==> src/rtl/seg7_display_arbiter.sv <==
// Round-robin arbiter that shares one 4-digit seven-segment display between requesters.
// The winner's value is converted to BCD by a sequential double-dabble, then held for a minimum dwell.
module seg7_display_arbiter #(
  parameter  int NUM_REQ     = 2,
  parameter  int INPUT_WIDTH = 14,
  parameter  int HOLD_CYCLES = 1000,
  localparam int OW          = (NUM_REQ > 1) ? $clog2(NUM_REQ) : 1
) (
  input  logic                           i_clk,
  input  logic                           i_rst_n,
  input  logic [NUM_REQ-1:0]             i_req,
  input  logic [NUM_REQ*INPUT_WIDTH-1:0] i_value,
  input  logic [NUM_REQ*4-1:0]           i_dp,
  output logic [NUM_REQ-1:0]             o_gnt,
  output logic [OW-1:0]                  o_owner,
  output logic [15:0]                    o_bcd,
  output logic [3:0]                     o_dp,
  output logic                           o_disp_valid,
  output logic                           o_ovf,
  output logic                           o_busy
);

  localparam int W  = INPUT_WIDTH;
  localparam int CW = $clog2(W);
  localparam int DW = (HOLD_CYCLES > 1) ? $clog2(HOLD_CYCLES + 1) : 1;

  typedef enum logic [1:0] {
    IDLE    = 2'd0,
    CONVERT = 2'd1,
    SHOW    = 2'd2
  } state_t;

  state_t          state, state_next;
  logic [OW-1:0]   rr_ptr;
  logic [OW-1:0]   winner;
  logic            found;
  logic [W-1:0]    value_sr;
  logic [3:0]      dp_lat;
  logic            ovf_next;
  logic [15:0]     scratch;
  logic [15:0]     scratch_adj;
  logic [15:0]     scratch_shift;
  logic [CW-1:0]   shift_cnt;
  logic [DW-1:0]   dwell_cnt;
  logic            last_shift;
  logic [W-1:0]    val_sel;
  logic [W-1:0]    val_sat;
  logic            ovf_sat;

  // Round-robin search: first asserted request at or above rr_ptr, wrapping.
  always_comb begin
    int idx;
    // NOTE: every variable written here gets a default first, so no path can infer a latch.
    winner = '0;
    found  = 1'b0;
    idx    = 0;
    for (int i = 0; i < NUM_REQ; i++) begin
      idx = int'(rr_ptr) + i;
      if (idx >= NUM_REQ) idx = idx - NUM_REQ;
      if (!found && i_req[idx]) begin
        found  = 1'b1;
        winner = OW'(idx);
      end
    end
  end

  always_comb begin
    val_sel = i_value[int'(winner)*W +: W];
    ovf_sat = (32'(val_sel) > 32'd9999);
    val_sat = ovf_sat ? W'(9999) : val_sel;
  end

  // Double-dabble step: correct each digit that would overflow past 9, then shift in the next MSB.
  always_comb begin
    scratch_adj = scratch;
    for (int d = 0; d < 4; d++) begin
      if (scratch[4*d +: 4] >= 4'd5) scratch_adj[4*d +: 4] = scratch[4*d +: 4] + 4'd3;
    end
    scratch_shift = {scratch_adj[14:0], value_sr[W-1]};
  end

  assign last_shift = (shift_cnt == CW'(W - 1));

  always_comb begin
    state_next = state;
    case (state)
      IDLE:    if (found) state_next = CONVERT;
      CONVERT: if (last_shift) state_next = SHOW;
      SHOW:    if (dwell_cnt == '0) state_next = IDLE;
      default: state_next = IDLE;
    endcase
  end

  // NOTE: sequential state uses non-blocking assignments so every register samples pre-edge values.
  always_ff @(posedge i_clk or negedge i_rst_n) begin
    if (!i_rst_n) state <= IDLE;
    else          state <= state_next;
  end

  always_ff @(posedge i_clk or negedge i_rst_n) begin
    if (!i_rst_n) begin
      o_gnt        <= '0;
      o_owner      <= '0;
      o_bcd        <= '0;
      o_dp         <= '0;
      o_disp_valid <= 1'b0;
      o_ovf        <= 1'b0;
      rr_ptr       <= '0;
      value_sr     <= '0;
      dp_lat       <= '0;
      ovf_next     <= 1'b0;
      scratch      <= '0;
      shift_cnt    <= '0;
      dwell_cnt    <= '0;
    end else begin
      o_gnt <= '0;
      case (state)
        IDLE: begin
          if (found) begin
            o_gnt     <= NUM_REQ'(1) << winner;
            o_owner   <= winner;
            rr_ptr    <= (winner == OW'(NUM_REQ - 1)) ? '0 : winner + OW'(1);
            value_sr  <= val_sat;
            dp_lat    <= i_dp[int'(winner)*4 +: 4];
            ovf_next  <= ovf_sat;
            scratch   <= '0;
            shift_cnt <= '0;
          end
        end
        CONVERT: begin
          scratch   <= scratch_shift;
          value_sr  <= value_sr << 1;
          shift_cnt <= shift_cnt + CW'(1);
          // Display registers change only once the full conversion is available.
          if (last_shift) begin
            o_bcd        <= scratch_shift;
            o_dp         <= dp_lat;
            o_ovf        <= ovf_next;
            o_disp_valid <= 1'b1;
            dwell_cnt    <= DW'(HOLD_CYCLES - 1);
          end
        end
        SHOW: begin
          if (dwell_cnt != '0) dwell_cnt <= dwell_cnt - DW'(1);
        end
        default: ;
      endcase
    end
  end

  assign o_busy = (state == CONVERT) || (state == SHOW);

endmodule

==> config.mk <==
export PLATFORM = sky130hd
export DESIGN_NAME = seg7_display_arbiter
export DESIGN_NICKNAME = d
export VERILOG_FILES = /design/src/rtl/seg7_display_arbiter.sv
export SDC_FILE = /design/constraint.sdc
export NUM_CORES = 1
export LEC_CHECK = 0
export BUFFER_PORTS_ARGS = -buffer_cell sky130_fd_sc_hd__buf_2
export CAP_MARGIN = 20
export CORE_MARGIN = 5
export CORE_UTILIZATION = 30
export CTS_CLUSTER_DIAMETER = 80
export DETAILED_ROUTE_END_ITERATION = 8
export PLACE_DENSITY = 0.53
export SYNTH_ARGS = -nofsm -noshare
export SYNTH_HDL_FRONTEND = slang
export SYNTH_SLANG_ARGS = --single-unit
==> constraint.sdc <==
create_clock -name i_clk -period 2.7 [get_ports i_clk]
set_input_delay 0.27 -clock i_clk [delete_from_list [all_inputs] [get_ports i_clk]]
set_output_delay 0.27 -clock i_clk [all_outputs]
set_load 0.1 [all_outputs]
# == Word level (Yosys, flattened, before mapping) ==
# Index checks and enable logic that the tools add are counted.
# word_totals
out_inout_bits,26
ff_bits,77
# classes
addsub,10
reduce_logical,13
multipliers,1
n_shift,3
mux,33
n_eq_ne,7
magnitude_cmp,9
# ops
operator,n
"less-than comparator 32 x 3 -> 1 bit, second input constant",2
two-way mux 32 bit,2
one-hot mux 16 bit (2 select lines),1
two-way mux 14 bit,2
one-hot mux 14 bit (2 select lines),1
indexed part select 28 x 6 -> 14 bit,1
two-way mux 10 bit,2
one-hot mux 10 bit (2 select lines),1
"greater-or-equal comparator 4 x 3 -> 1 bit, second input constant",4
two-way mux 16 bit,1
two-way mux 4 bit,4
"greater-than comparator 14 bit, second input constant",1
"adder 4 x 2 -> 4 bit, second input constant",3
two-way mux 1 bit,11
zero test 10 bit,1
two-way mux 2 bit,5
nonzero test 10 bit,1
"subtractor 10 x 1 -> 10 bit, second input constant",1
"inequality test 2 bit, second input constant",4
one-hot mux 4 bit (2 select lines),1
indexed part select 8 x 4 -> 4 bit,1
one-hot mux 2 bit (3 select lines),1
AND reduction 2 bit,3
AND reduction 3 bit,2
19 further kinds,20

# == Logic depth before layout (Yosys ltp) ==
# logic_depth
word_depth,15
ltp_mapped,7
mapped_depth_nobuf,6

# == Least setup slack after synthesis ==
# No wires, ideal clock.
# synth_timing
path_kind,flip-flop to flip-flop
start,register state[0]
end,register value_sr[13]
n_path_buf,1
path_stages_with_launch,7
synth_period_minus_slack_ps,1885
setup_slack_ps,815
arrival_ps,1759
setup_time_ps,126
cell_sequence,dfrtp_1 -> inv_1 -> ha_1 -> or3b_2 -> and2_1 -> buf_2 -> a221o_1
# synth_via
elab_chain_cells,3
elab_cells_between_ends,6
classes_between,eq/ne: 2; mux: 1; reduce/logical: 3
# synth_lines
item,line,source
"start, declared",33,"state_t state, state_next;"
"start signal, assigned",97,else state <= state_next;
equality test 2 x 1 -> 1 bit / zero test 2 bit (equally long branches),117,case (state)
nonzero test 2 bit (no source line) / inequality test 2 bit (equally long branches),n/a,
AND reduction 2 bit (no source line),n/a,
"end signal, assigned",123,value_sr <= val_sat;
"end signal, assigned",132,value_sr <= value_sr << 1;
"end, declared",37,logic [W-1:0] value_sr;
# Several ways; a longest one is shown, not always the timed one.
# A chain may end at the register's enable or synchronous reset.

# == Worst setup path after layout ==
# layout_timing
start,register state[0]
end,register scratch[6]
# layout_via
elab_chain_cells,3
elab_cells_between_ends,6
classes_between,eq/ne: 2; mux: 1; reduce/logical: 3
# layout_lines
item,line,source
equality test 2 x 1 -> 1 bit / zero test 2 bit (equally long branches),117,
nonzero test 2 bit (no source line) / inequality test 2 bit (equally long branches),n/a,
AND reduction 2 bit (no source line),n/a,
"end signal, assigned",131,scratch <= scratch_shift;
"end, declared",40,logic [15:0] scratch;
# Several ways; a longest one is shown, not always the timed one.

==> metrics.txt <==
Worst IR Drop VDD=0.255 mV; Area growth syn-to-layout=20.6%; Pre-Repair DR Iteration Count=4; initial core utilization=30.6%; Top FF cell, synth=dfrtp_1; number of synthesis warnings=0; vias in the first global route=3374; CP max FO=16; clock group share of total power=46.3%; setup violators final=0; post-route cell area=4890 um2; die area=15900 um2; status=finished clean; Critical Path RT=2.91 ns; Hold Path Class=in2reg; WP buf/inv=2; Worst Setup End Kind=register; Clock transition at path regs=0.06 ns; DR WL/cell=~14 um; relative max-transition margin=56.3%; largest net degree at the start of global routing=44; sequential share of the synthesized area=47.5%; final net count=between 500 and 600; Net Switching=536 uW; most frequent cells in the layout=77 x dfrtp_1, 64 x buf_2, 55 x nand2_1; Syn Inst Count=406; ANT nets after route=0; Synth Net Count=460; multi-input logic area=1970 um2; Max-cap violations=0; CTS tree=yes; Slew Viols, Final=0; H-tree depth=3; filler instances=about 1300; Clock Tree Buf Depth=2; synth top area cells=dfrtp_1 48%, nand2_1 5.1%, o21ai_0 4.4%, ha_1 4.3%, mux2_2 3.3%; Buffers on Ports=65; worst-path cell chain=inv_1 > ha_1 > or3b_2 > nand2_1 > buf_4 > o21ai_0; RSZ-0062 raised after global routing=false; HPWL Detailed=around 7.0 mm; Die Y=approximately 130 um; RePlAce Congestion=0.846; Max stage delay cell, worst path=or3b_2; layout cells sized above 1=23.7%; Ant. Diodes=0; Internal=roughly 1800 uW; first-pass GRT wire length=15.9 mm; site row count=42; detailed-route via count=around 3300; Post-Syn Area=4050 um2; asr flop ratio synth=100%; later-pin clock latency in the skew report=0.33 ns; initial antenna violation count=0; Core Util, Final=36.9%; min cycle time layout=around 2.2 ns; total wire length=9.44 mm; final-report hold violation count=0; switching share of power=22.8%; top cell type's share of synthesized area=between 40% and 50%; Comb pwr share=between 4 and 5%; setup TNS=0 ns; Placeable Area=13200 um2; Iter 0 DRT Violations=195; total gr overflow=0; Die Width=126 um; fmax=0.457 GHz; register share of total power=49.1%; Cell variety after synth=56; kind of critical path=reg2reg; CTS buffer count=9; Largest delay share family, worst path=simple AND/OR/NAND/NOR gates; area leader, netlist=dfrtp_1; Residual DRC=0; Vias/cell=between 4 and 5; Storage cell area=1930 um2; Critical Path Max Stage Delay=0.53 ns; all-layer global routing usage=12.1%; fin crit share=81.1%; TritonCTS Sinks=77; Post-synth EDFFs=0; pwr/cell area=481 nW/um2; Mean Syn Cell Area=9.98 um2; Lkg Pwr=around 0.0022 uW; Worst Skew=0.00613 ns; worst slew pin tran=0.653 ns; Startpoint Class=register; placed cell area=4610 um2; IO Count=66; root buffer cell=clkbuf_16; FF+latch count, synth=77; Worst Path Arrival=2.39 ns; most common cell after layout, fill and taps aside=dfrtp_1
per-stage QoR:
| stage | power (uW) | setup WS, ns | instances | hold WS, ns |
|---|---|---|---|---|
| 5_1_grt | 2450 | 0.373 | 658 | 0.252 |
| 3_5_place_dp | 1290 | 0.511 | 642 | 0.268 |
| 2_1_floorplan | 1210 | 0.815 | 406 | -0.0256 |
| 6_report | 2350 | 0.512 | 658 | 0.235 |
| 4_1_cts | 2390 | 0.505 | 658 | 0.232 |
| 3_3_place_gp | 1290 | 0.557 | 642 | 0.266 |
registers in the layout, indices dropped and copies added (netlist names):
| register | count |
|---|---|
| dwell_cnt | 10 |
| o_bcd | 16 |
| state | 2 |
| rr_ptr | 1 |
| o_owner | 1 |
| dp_lat | 4 |
| o_ovf | 1 |
| o_gnt | 2 |
| value_sr | 14 |
| o_dp | 4 |
| ovf_next | 1 |
| scratch | 16 |
| o_disp_valid | 1 |
| shift_cnt | 4 |
cell type report:
type                            instances  share of cell area, %
Clock buffer                            9                   4.61
Clock inverter                          6                  0.819
Inverter                               18                   1.38
Multi-Input combinational cell        294                   40.3
Sequential cell                        77                   39.4
Tap cell                              176                   4.50
Timing Repair Buffer                   78                   9.01
synthesized netlist by cell type, types with 2 or more instances:
cell type	number
a211oi_1	5
a21boi_0	4
a21o_1	3
a21oi_1	17
a22oi_1	6
a31oi_1	4
a32o_1	2
a32oi_1	2
and2_1	4
and3_1	4
and4_1	3
buf_2	6
buf_6	2
clkbuf_1	8
dfrtp_1	77
ha_1	14
inv_1	18
mux2_2	12
mux2i_1	11
nand2_1	55
nand2b_1	8
nand3_1	5
nand4_1	4
nor2_1	16
nor2b_1	2
nor3_1	4
nor3b_1	7
nor4_1	3
o211ai_1	5
o21ai_0	36
o21ai_1	2
o22a_1	4
o22ai_1	10
o31a_1	4
o31ai_1	9
or2_2	2
or3_1	2
or4_1	3
xnor2_1	6
worst reg2reg max path: cells and delay by family, from the launching register on:
family | cells | cell delay (ns)
fa+ha+maj | 1 | 0.25
buf+inv | 2 | 0.35
flops | 1 | 0.38
simple gates | 2 | 1.00
compound gates | 1 | 0.09
power groups by stage:
stage	clock network [uW]	registers (uW)	logic (uW)
6_report	1090	1150	110
5_1_grt	1170	1150	126
4_1_cts	1120	1150	114
3_5_place_dp	0	1180	112
3_3_place_gp	0	1180	111
2_1_floorplan	0	1180	39.6
kinds of logic after synthesis:
kind of cell	after synthesis	synth area share, %
AND/OR/NAND/NOR	130	16.8
buffers and inverters	35	3.89
AO/OA/AOI/OAI	121	20.1
adder cells (fa/ha/maj)	14	4.32
multiplexers	23	6.05
XOR/XNOR	6	1.30
flip-flops	77	47.5
repair_timing:
item | 4_1_cts | 5_1_grt
resized for setup | 0 | 0
hold buffers | 1 | 0
setup buffers | 0 | 0
hold endpoints to repair | 34 | 0
routing by layer:
metal,share of wire [%],GRT usage (%),routed length [um],vias to the layer above
met5,0,0,0,-
met4,1.5,4.67,144,0
met3,3.5,2.58,327,14
met2,48,19.5,4490,62
met1,47,15.9,4480,1564
li1,-,-,-,1624
final timing paths:
path                                            end  slack, ns  cells after the start                  from
max                          scratch[6]$_DFFE_PN0P_       0.51                      6  state[0]$_DFFE_PN0P_
min                           dp_lat[1]$_DFFE_PN0P_       0.23                      3               i_dp[5]
max reg2reg                  scratch[6]$_DFFE_PN0P_       0.51                      6  state[0]$_DFFE_PN0P_
min reg2reg                       o_ovf$_DFFE_PN0P_       0.46                      2  ovf_next$_DFFE_PN0P_
max in group asynchronous   scratch[12]$_DFFE_PN0P_       1.68                      3               i_rst_n
min in group asynchronous  dwell_cnt[1]$_DFFE_PN0P_       0.43                      2               i_rst_n
Note: power is estimated with default switching activity, not from simulation.
